$ cat config.mk
export PLATFORM = sky130hd
export DESIGN_NAME = id_stage_pipelined
export DESIGN_NICKNAME = d
export VERILOG_FILES = /design/src/rtl/id_stage_pipelined.sv
export SDC_FILE = /design/constraint.sdc
export NUM_CORES = 2
export LEC_CHECK = 0
export BUFFER_PORTS_ARGS = -buffer_cell sky130_fd_sc_hd__buf_4
export CAP_MARGIN = 10
export CORE_MARGIN = 4
export CORE_UTILIZATION = 35
export CTS_CLUSTER_SIZE = 40
export DETAILED_ROUTE_END_ITERATION = 6
export PLACE_DENSITY = 0.59
export SLEW_MARGIN = 20
export SYNTH_ARGS = -nofsm -noshare
export SYNTH_HDL_FRONTEND = slang
export SYNTH_SLANG_ARGS = --single-unit
$ cat constraint.sdc
create_clock -name clk -period 25.8 [get_ports clk]
set_input_delay 0 -clock clk [delete_from_list [all_inputs] [get_ports clk]]
set_output_delay 0 -clock clk [all_outputs]
set_load 0.01 [all_outputs]
$ cat src/rtl/id_stage_pipelined.sv
// ARM instruction-decode stage: condition and control decode, a register file
// with write-back bypass, RAW hazard detection and the ID/EX pipeline register.
module id_stage_pipelined #(
  parameter int DATA_W    = 32,
  parameter int NUM_REGS  = 16,
  parameter bit HAZARD_EN = 1'b1
) (
  input  logic              clk,
  input  logic              rst,
  input  logic [31:0]       instr,
  input  logic              instr_valid,
  input  logic [31:0]       pc_in,
  input  logic              n,
  input  logic              z,
  input  logic              c,
  input  logic              v,
  input  logic              freeze,
  input  logic              flush,
  input  logic              wb_en,
  input  logic [3:0]        wb_dest,
  input  logic [DATA_W-1:0] wb_value,
  input  logic [3:0]        exe_dest,
  input  logic              exe_wb_en,
  input  logic [3:0]        mem_dest,
  input  logic              mem_wb_en,
  output logic              hazard_stall,
  output logic              ex_valid,
  output logic              ex_wb_en,
  output logic              ex_mem_read,
  output logic              ex_mem_write,
  output logic              ex_s,
  output logic              ex_branch,
  output logic              ex_imm,
  output logic [3:0]        ex_cmd,
  output logic [DATA_W-1:0] ex_val_rn,
  output logic [DATA_W-1:0] ex_val_rm,
  output logic [11:0]       ex_shift_op,
  output logic [23:0]       ex_simm24,
  output logic [3:0]        ex_dest,
  output logic [3:0]        ex_src1,
  output logic [3:0]        ex_src2,
  output logic [31:0]       ex_pc
);

  localparam logic [3:0] OP_AND = 4'b0000;
  localparam logic [3:0] OP_EOR = 4'b0001;
  localparam logic [3:0] OP_SUB = 4'b0010;
  localparam logic [3:0] OP_ADD = 4'b0100;
  localparam logic [3:0] OP_ADC = 4'b0101;
  localparam logic [3:0] OP_SBC = 4'b0110;
  localparam logic [3:0] OP_TST = 4'b1000;
  localparam logic [3:0] OP_CMP = 4'b1010;
  localparam logic [3:0] OP_ORR = 4'b1100;
  localparam logic [3:0] OP_MOV = 4'b1101;
  localparam logic [3:0] OP_MVN = 4'b1111;

  localparam logic [1:0] MODE_DP  = 2'b00;
  localparam logic [1:0] MODE_MEM = 2'b01;
  localparam logic [1:0] MODE_BR  = 2'b10;

  localparam logic [3:0] CMD_MEM  = 4'b0010;

  typedef struct packed {
    logic              valid;
    logic              wb_en;
    logic              mem_read;
    logic              mem_write;
    logic              s;
    logic              branch;
    logic              imm;
    logic [3:0]        cmd;
    logic [DATA_W-1:0] val_rn;
    logic [DATA_W-1:0] val_rm;
    logic [11:0]       shift_op;
    logic [23:0]       simm24;
    logic [3:0]        dest;
    logic [3:0]        src1;
    logic [3:0]        src2;
    logic [31:0]       pc;
  } ex_t;

  // Returns {defined, writes_back, alu_cmd} for a data-processing opcode.
  function automatic logic [5:0] dp_decode(input logic [3:0] opcode);
    logic [5:0] r;
    case (opcode)
      OP_MOV:  r = {1'b1, 1'b1, 4'b0001};
      OP_MVN:  r = {1'b1, 1'b1, 4'b1001};
      OP_ADD:  r = {1'b1, 1'b1, 4'b0010};
      OP_ADC:  r = {1'b1, 1'b1, 4'b0011};
      OP_SUB:  r = {1'b1, 1'b1, 4'b0100};
      OP_SBC:  r = {1'b1, 1'b1, 4'b0101};
      OP_AND:  r = {1'b1, 1'b1, 4'b0110};
      OP_ORR:  r = {1'b1, 1'b1, 4'b0111};
      OP_EOR:  r = {1'b1, 1'b1, 4'b1000};
      OP_CMP:  r = {1'b1, 1'b0, 4'b0100};
      OP_TST:  r = {1'b1, 1'b0, 4'b0110};
      default: r = 6'b000000;
    endcase
    return r;
  endfunction

  function automatic logic cond_check(input logic [3:0] cond, input logic fn,
                                      input logic fz, input logic fc, input logic fv);
    logic r;
    case (cond)
      4'b0000: r = fz;
      4'b0001: r = ~fz;
      4'b0010: r = fc;
      4'b0011: r = ~fc;
      4'b0100: r = fn;
      4'b0101: r = ~fn;
      4'b0110: r = fv;
      4'b0111: r = ~fv;
      4'b1000: r = fc & ~fz;
      4'b1001: r = ~fc | fz;
      4'b1010: r = (fn == fv);
      4'b1011: r = (fn != fv);
      4'b1100: r = ~fz & (fn == fv);
      4'b1101: r = fz | (fn != fv);
      4'b1110: r = 1'b1;
      default: r = 1'b0;
    endcase
    return r;
  endfunction

  logic [DATA_W-1:0] rf_r [NUM_REGS];
  ex_t               ex_r;
  ex_t               ex_nxt_s;

  logic [1:0]        mode_s;
  logic [3:0]        opcode_s;
  logic              sbit_s;
  logic              imm_s;
  logic              cond_pass_s;
  logic [5:0]        dp_dec_s;
  logic              is_str_s;
  logic [3:0]        src1_s;
  logic [3:0]        src2_s;
  logic [3:0]        dest_s;
  logic [DATA_W-1:0] rn_val_s;
  logic [DATA_W-1:0] rm_val_s;
  logic              uses_rn_s;
  logic              uses_rm_s;
  logic              rn_busy_s;
  logic              rm_busy_s;
  logic              hazard_s;
  logic              issue_s;
  logic [3:0]        ctl_cmd_s;
  logic              ctl_wb_s;
  logic              ctl_mr_s;
  logic              ctl_mw_s;
  logic              ctl_br_s;
  logic              ctl_s_s;

  assign mode_s      = instr[27:26];
  assign imm_s       = instr[25];
  assign opcode_s    = instr[24:21];
  assign sbit_s      = instr[20];
  assign cond_pass_s = cond_check(instr[31:28], n, z, c, v);
  assign dp_dec_s    = dp_decode(opcode_s);

  // STR carries its store data in the Rd field, so that becomes the second source.
  assign is_str_s = (mode_s == MODE_MEM) && !sbit_s;
  assign src1_s   = instr[19:16];
  assign src2_s   = is_str_s ? instr[15:12] : instr[3:0];
  assign dest_s   = instr[15:12];

  // Control unit: ALU command and stage enables from mode and opcode.
  always_comb begin
    ctl_cmd_s = 4'b0000;
    ctl_wb_s  = 1'b0;
    ctl_mr_s  = 1'b0;
    ctl_mw_s  = 1'b0;
    ctl_br_s  = 1'b0;
    ctl_s_s   = 1'b0;
    case (mode_s)
      MODE_DP: begin
        ctl_cmd_s = dp_dec_s[3:0];
        ctl_wb_s  = dp_dec_s[4];
        ctl_s_s   = dp_dec_s[5] & sbit_s;
      end
      MODE_MEM: begin
        ctl_cmd_s = CMD_MEM;
        ctl_mr_s  = sbit_s;
        ctl_wb_s  = sbit_s;
        ctl_mw_s  = ~sbit_s;
      end
      MODE_BR: begin
        ctl_br_s  = 1'b1;
      end
      default: begin
        ctl_cmd_s = 4'b0000;
      end
    endcase
  end

  // Register-file write port.
  always_ff @(posedge clk or posedge rst) begin
    if (rst) begin
      for (int i = 0; i < NUM_REGS; i++) rf_r[i] <= '0;
    end else if (wb_en) begin
      for (int i = 0; i < NUM_REGS; i++) begin
        if (wb_dest == 4'(i)) rf_r[i] <= wb_value;
      end
    end
  end

  // Register-file read ports; a same-cycle write-back wins over the stored value.
  always_comb begin
    rn_val_s = '0;
    rm_val_s = '0;
    for (int i = 0; i < NUM_REGS; i++) begin
      rn_val_s = (src1_s == 4'(i)) ? rf_r[i] : rn_val_s;
      rm_val_s = (src2_s == 4'(i)) ? rf_r[i] : rm_val_s;
    end
    rn_val_s = (wb_en && wb_dest == src1_s) ? wb_value : rn_val_s;
    rm_val_s = (wb_en && wb_dest == src2_s) ? wb_value : rm_val_s;
  end

  assign uses_rn_s = ((mode_s == MODE_DP) && (opcode_s != OP_MOV) && (opcode_s != OP_MVN))
                   || (mode_s == MODE_MEM);
  assign uses_rm_s = ((mode_s == MODE_DP) && !imm_s) || is_str_s;
  assign rn_busy_s = (exe_wb_en && exe_dest == src1_s) || (mem_wb_en && mem_dest == src1_s);
  assign rm_busy_s = (exe_wb_en && exe_dest == src2_s) || (mem_wb_en && mem_dest == src2_s);

  assign hazard_s = HAZARD_EN && instr_valid && cond_pass_s
                  && ((uses_rn_s && rn_busy_s) || (uses_rm_s && rm_busy_s));
  assign hazard_stall = hazard_s;
  assign issue_s = instr_valid && cond_pass_s && !hazard_s;

  // Next ID/EX contents: decoded instruction, or an all-zero bubble.
  always_comb begin
    ex_nxt_s = '0;
    if (issue_s && !flush) begin
      ex_nxt_s.valid     = 1'b1;
      ex_nxt_s.wb_en     = ctl_wb_s;
      ex_nxt_s.mem_read  = ctl_mr_s;
      ex_nxt_s.mem_write = ctl_mw_s;
      ex_nxt_s.s         = ctl_s_s;
      ex_nxt_s.branch    = ctl_br_s;
      ex_nxt_s.imm       = imm_s;
      ex_nxt_s.cmd       = ctl_cmd_s;
      ex_nxt_s.val_rn    = rn_val_s;
      ex_nxt_s.val_rm    = rm_val_s;
      ex_nxt_s.shift_op  = instr[11:0];
      ex_nxt_s.simm24    = instr[23:0];
      ex_nxt_s.dest      = dest_s;
      ex_nxt_s.src1      = src1_s;
      ex_nxt_s.src2      = src2_s;
      ex_nxt_s.pc        = pc_in;
    end else begin
      ex_nxt_s = '0;
    end
  end

  // ID/EX pipeline register; freeze holds it regardless of flush or hazards.
  always_ff @(posedge clk or posedge rst) begin
    if (rst) begin
      ex_r <= '0;
    end else if (!freeze) begin
      ex_r <= ex_nxt_s;
    end
  end

  assign ex_valid     = ex_r.valid;
  assign ex_wb_en     = ex_r.wb_en;
  assign ex_mem_read  = ex_r.mem_read;
  assign ex_mem_write = ex_r.mem_write;
  assign ex_s         = ex_r.s;
  assign ex_branch    = ex_r.branch;
  assign ex_imm       = ex_r.imm;
  assign ex_cmd       = ex_r.cmd;
  assign ex_val_rn    = ex_r.val_rn;
  assign ex_val_rm    = ex_r.val_rm;
  assign ex_shift_op  = ex_r.shift_op;
  assign ex_simm24    = ex_r.simm24;
  assign ex_dest      = ex_r.dest;
  assign ex_src1      = ex_r.src1;
  assign ex_src2      = ex_r.src2;
  assign ex_pc        = ex_r.pc;

  id_stage_pipelined_chk #(.HAZARD_EN(HAZARD_EN)) u_chk (
    .clk          (clk),
    .rst          (rst),
    .hazard_stall (hazard_s),
    .ex_valid     (ex_r.valid),
    .ex_wb_en     (ex_r.wb_en),
    .ex_mem_read  (ex_r.mem_read),
    .ex_mem_write (ex_r.mem_write),
    .ex_s         (ex_r.s),
    .ex_branch    (ex_r.branch)
  );

endmodule

// Structural invariants of the ID/EX register outputs.
module id_stage_pipelined_chk #(
  parameter bit HAZARD_EN = 1'b1
) (
  input logic clk,
  input logic rst,
  input logic hazard_stall,
  input logic ex_valid,
  input logic ex_wb_en,
  input logic ex_mem_read,
  input logic ex_mem_write,
  input logic ex_s,
  input logic ex_branch
);

  // Sample invariants on every rising edge outside reset.
  always @(posedge clk) begin
    if (!rst) begin
      assert (ex_valid || !(ex_wb_en || ex_mem_read || ex_mem_write || ex_s || ex_branch));
      assert (!(ex_mem_read && ex_mem_write));
      assert (!ex_branch || !(ex_wb_en || ex_mem_read || ex_mem_write || ex_s));
      assert (HAZARD_EN || !hazard_stall);
    end
  end

endmodule
==> out/results.tsv <==
metric	value	unit
status	complete, but fails checks	
violations	hold timing	
setup-tns-final	0	ns
crit_type	input port to register	
num_vias	28167	
met3_length	15.2	mm
wl_per_cell	30.9	µm
max_cap_viol_count	0	
setup_viol	0	
cts.repair.resized	0	
worstSetupStartpointType	input port	
clock_path_buffers	3	
antenna_found_initial	2	
cp_max_fo	54	
drc	0	
final_cell_area	39900	µm²
placement.io_buffers	275	
start_util	35.4	%
antenna_cells	0	
async_reset_ff_share	100	%
r2r_cells	7	
synthCells	2863	
synth_fp_nets	2989	
placed_cell_area	36200	µm²
clk_pin_slew_worst_paths	0.06	ns
rows	112	
root_buffer	clkbuf_16	
netlist.area_leader.share	48.9	%
grt_max_degree	146	
required	26.33	ns
timing.final.max_slew_violations	0	
worst_ep_arrival_time	4.33	ns
max_clock_freq	0.263	GHz
whs	-0.00965	ns
regToRegStartpoint	rf_r[364]	
synth_seq_area_share	48.9	%
finalHoldViolCount	2	
routed_via_density	6.36	
die_height	316	µm
synth_flop_cell	dfrtp_1	
tightest_slew	1.21	ns
r2r_end	ex_val_rn[12]	
syn_area	33100	µm²
cts_num_sinks	647	
ant_nets	0	
ys_types	77	
drtIter0Drc	4069	
fillers	8811	
grt_first_pass_wirelength	198	mm
numCtsBuffers	74	
insertion_delay	0.63	ns
drive_gt1_share	33.3	%
synth_edf_count	0	
vdd_drop_max	45.4	µV
postSynthAreaPerCell	11.6	µm²
tritoncts	done	
area_growth	20.5	%
wl_met2	59.3	mm
rsz0062_at_grt	false	
core	93600	µm²
hold_path.class	input port to async pin	
wl_met1	55.9	mm
overflow	0	
die_width	316	µm
synth.yosys.warnings	0	
ios	276	
route.top_layer_used	met5	
endpoint_kind	register	
yosysMostFrequentCell	dfrtp_1	
routed_wl	137	mm
fin_crit_sh	14.7	%
routabilityCongestion	0.870	
synth-seq-cells	647	
power_leakage	16.9	nW
htreeDepth	3	
fin_worst_skew	0.0270	ns
hpwl	77.3	mm
grt_pass1_vias	28054	
fp.dieArea	99600	µm²
rrSetupSlack	23.78	ns
synthTopCellsByArea	dfrtp_1, mux2_2, a22oi_1	
powerDensity	74.6	nW/µm²
post-synth-top-area-cell	dfrtp_1	
drt_pass1_iterations	7	
period_minus_slack	3.80	ns
nets	3244	
slew_headroom	18.4	%
synthTopCellsByCount	dfrtp_1, mux2_2, clkbuf_1	
grt_usage	26.7	%
[metrics by stage]
step                hold WS, ns  instances  setup slack, ns  utilization, %  power (mW)
floorplan                 0.133       2863             7.67               -        1.69
global placement          0.217       4168            22.11            38.6        1.88
detailed placement        0.222       4168            21.98            38.6        1.89
CTS                      0.0503       4427            22.05            42.6        2.97
global route             0.0610       4428            21.75            42.6        3.09
finish                 -0.00965       4428            22.00            42.6        2.97
[state kept, by name (all words and copies together), names as in the netlist]
name	flops
ex_cmd	4
ex_simm24	13
ex_mem_read	1
ex_val_rm	32
ex_pc	32
ex_valid	1
ex_imm	1
rf_r	512
ex_src2	4
ex_s	1
ex_branch	1
ex_shift_op	11
ex_wb_en	1
ex_mem_write	1
ex_val_rn	32
[placed cells by master, fill, tap and decap left out, types with 15 or more instances in the layout]
master / instances
clkbuf_8: 16
o221ai_1: 26
a31oi_1: 20
dlygate4sd3_1: 127
xnor2_1: 15
mux4_2: 32
xor2_1: 16
a222oi_1: 31
o211ai_1: 28
a221oi_1: 60
nand4_1: 41
a22oi_1: 160
a32oi_1: 16
clkbuf_16: 75
a22o_1: 114
mux2i_1: 23
or3_1: 17
inv_1: 28
mux2_2: 512
a211oi_1: 21
a21oi_1: 111
nor2_1: 89
nand2_1: 155
nor2_4: 15
clkbuf_1: 16
dfrtp_1: 647
o21ai_0: 111
nand3_1: 40
buf_4: 340
nand2b_1: 21
[critical path: stages]
cell           delay [ns]
dlygate4sd3_1        0.54
buf_4                0.17
nor3b_4              0.18
buf_4                0.62
mux2i_1              0.35
xor2_1               0.10
nand4_1              0.08
and3_1               0.18
nor4b_4              0.21
buf_4                0.53
buf_4                0.47
nand2_1              0.49
o21ai_0              0.33
[cells by family (layout without fill, tap and decap cells)]
| logic type | count (synthesis) | count (layout) | share of synthesized area (%) |
|---|---|---|---|
| AO/OA/AOI/OAI | 800 | 800 | 17.7 |
| flip-flops | 647 | 647 | 48.9 |
| multiplexers | 578 | 578 | 20.8 |
| AND/OR/NAND/NOR | 481 | 481 | 7.23 |
| buffers and inverters | 320 | 631 | 4.31 |
| XOR/XNOR | 31 | 31 | 0.820 |
| adder cells (fa/ha/maj) | 6 | 6 | 0.227 |
[metal layers]
metal / GRT usage (%) / up-vias
li1: - / 11446
met1: 36.8 / 14389
met2: 40.0 / 1934
met3: 6.31 / 394
met4: 11.8 / 4
met5: 0 / -
[power breakdown]
part           total (mW)  internal, mW  switching, mW
registers            1.39          1.21          0.179
clock network        1.07         0.623          0.447
logic               0.514         0.270          0.243
total                2.97          2.11          0.869
[layout make-up]
cell class | count | area (µm²) | share of cell area (%)
Sequential cell | 647 | 16200 | 40.6
Multi-Input combinational cell | 1896 | 15700 | 39.4
Timing Repair Buffer | 470 | 3880 | 9.73
Clock buffer | 107 | 2160 | 5.41
Tap cell | 1254 | 1570 | 3.93
Clock inverter | 25 | 272 | 0.681
Inverter | 29 | 116 | 0.292
[timing repair]
| item | in CTS | in global routing |
|---|---|---|
| hold buffers | 127 | 0 |
| setup buffers | 0 | 0 |
| endpoints found under the hold margin | 774 | 0 |
[how the worst max path moves through the flow]
| stage | start | to | slack [ns] | cells past startpoint |
|---|---|---|---|---|
| after floorplan | rst | ex_branch | 7.67 | 1 |
| after global placement | instr[27] | ex_val_rn[10] | 22.11 | 12 |
| after detailed placement | instr[27] | ex_val_rn[21] | 21.98 | 12 |
| after CTS | instr[27] | ex_cmd[0] | 22.05 | 13 |
| after global routing | instr[27] | ex_val_rn[20] | 21.75 | 13 |
| final | instr[27] | ex_val_rn[20] | 22.00 | 13 |
Note: power is estimated with default switching activity, not from simulation.
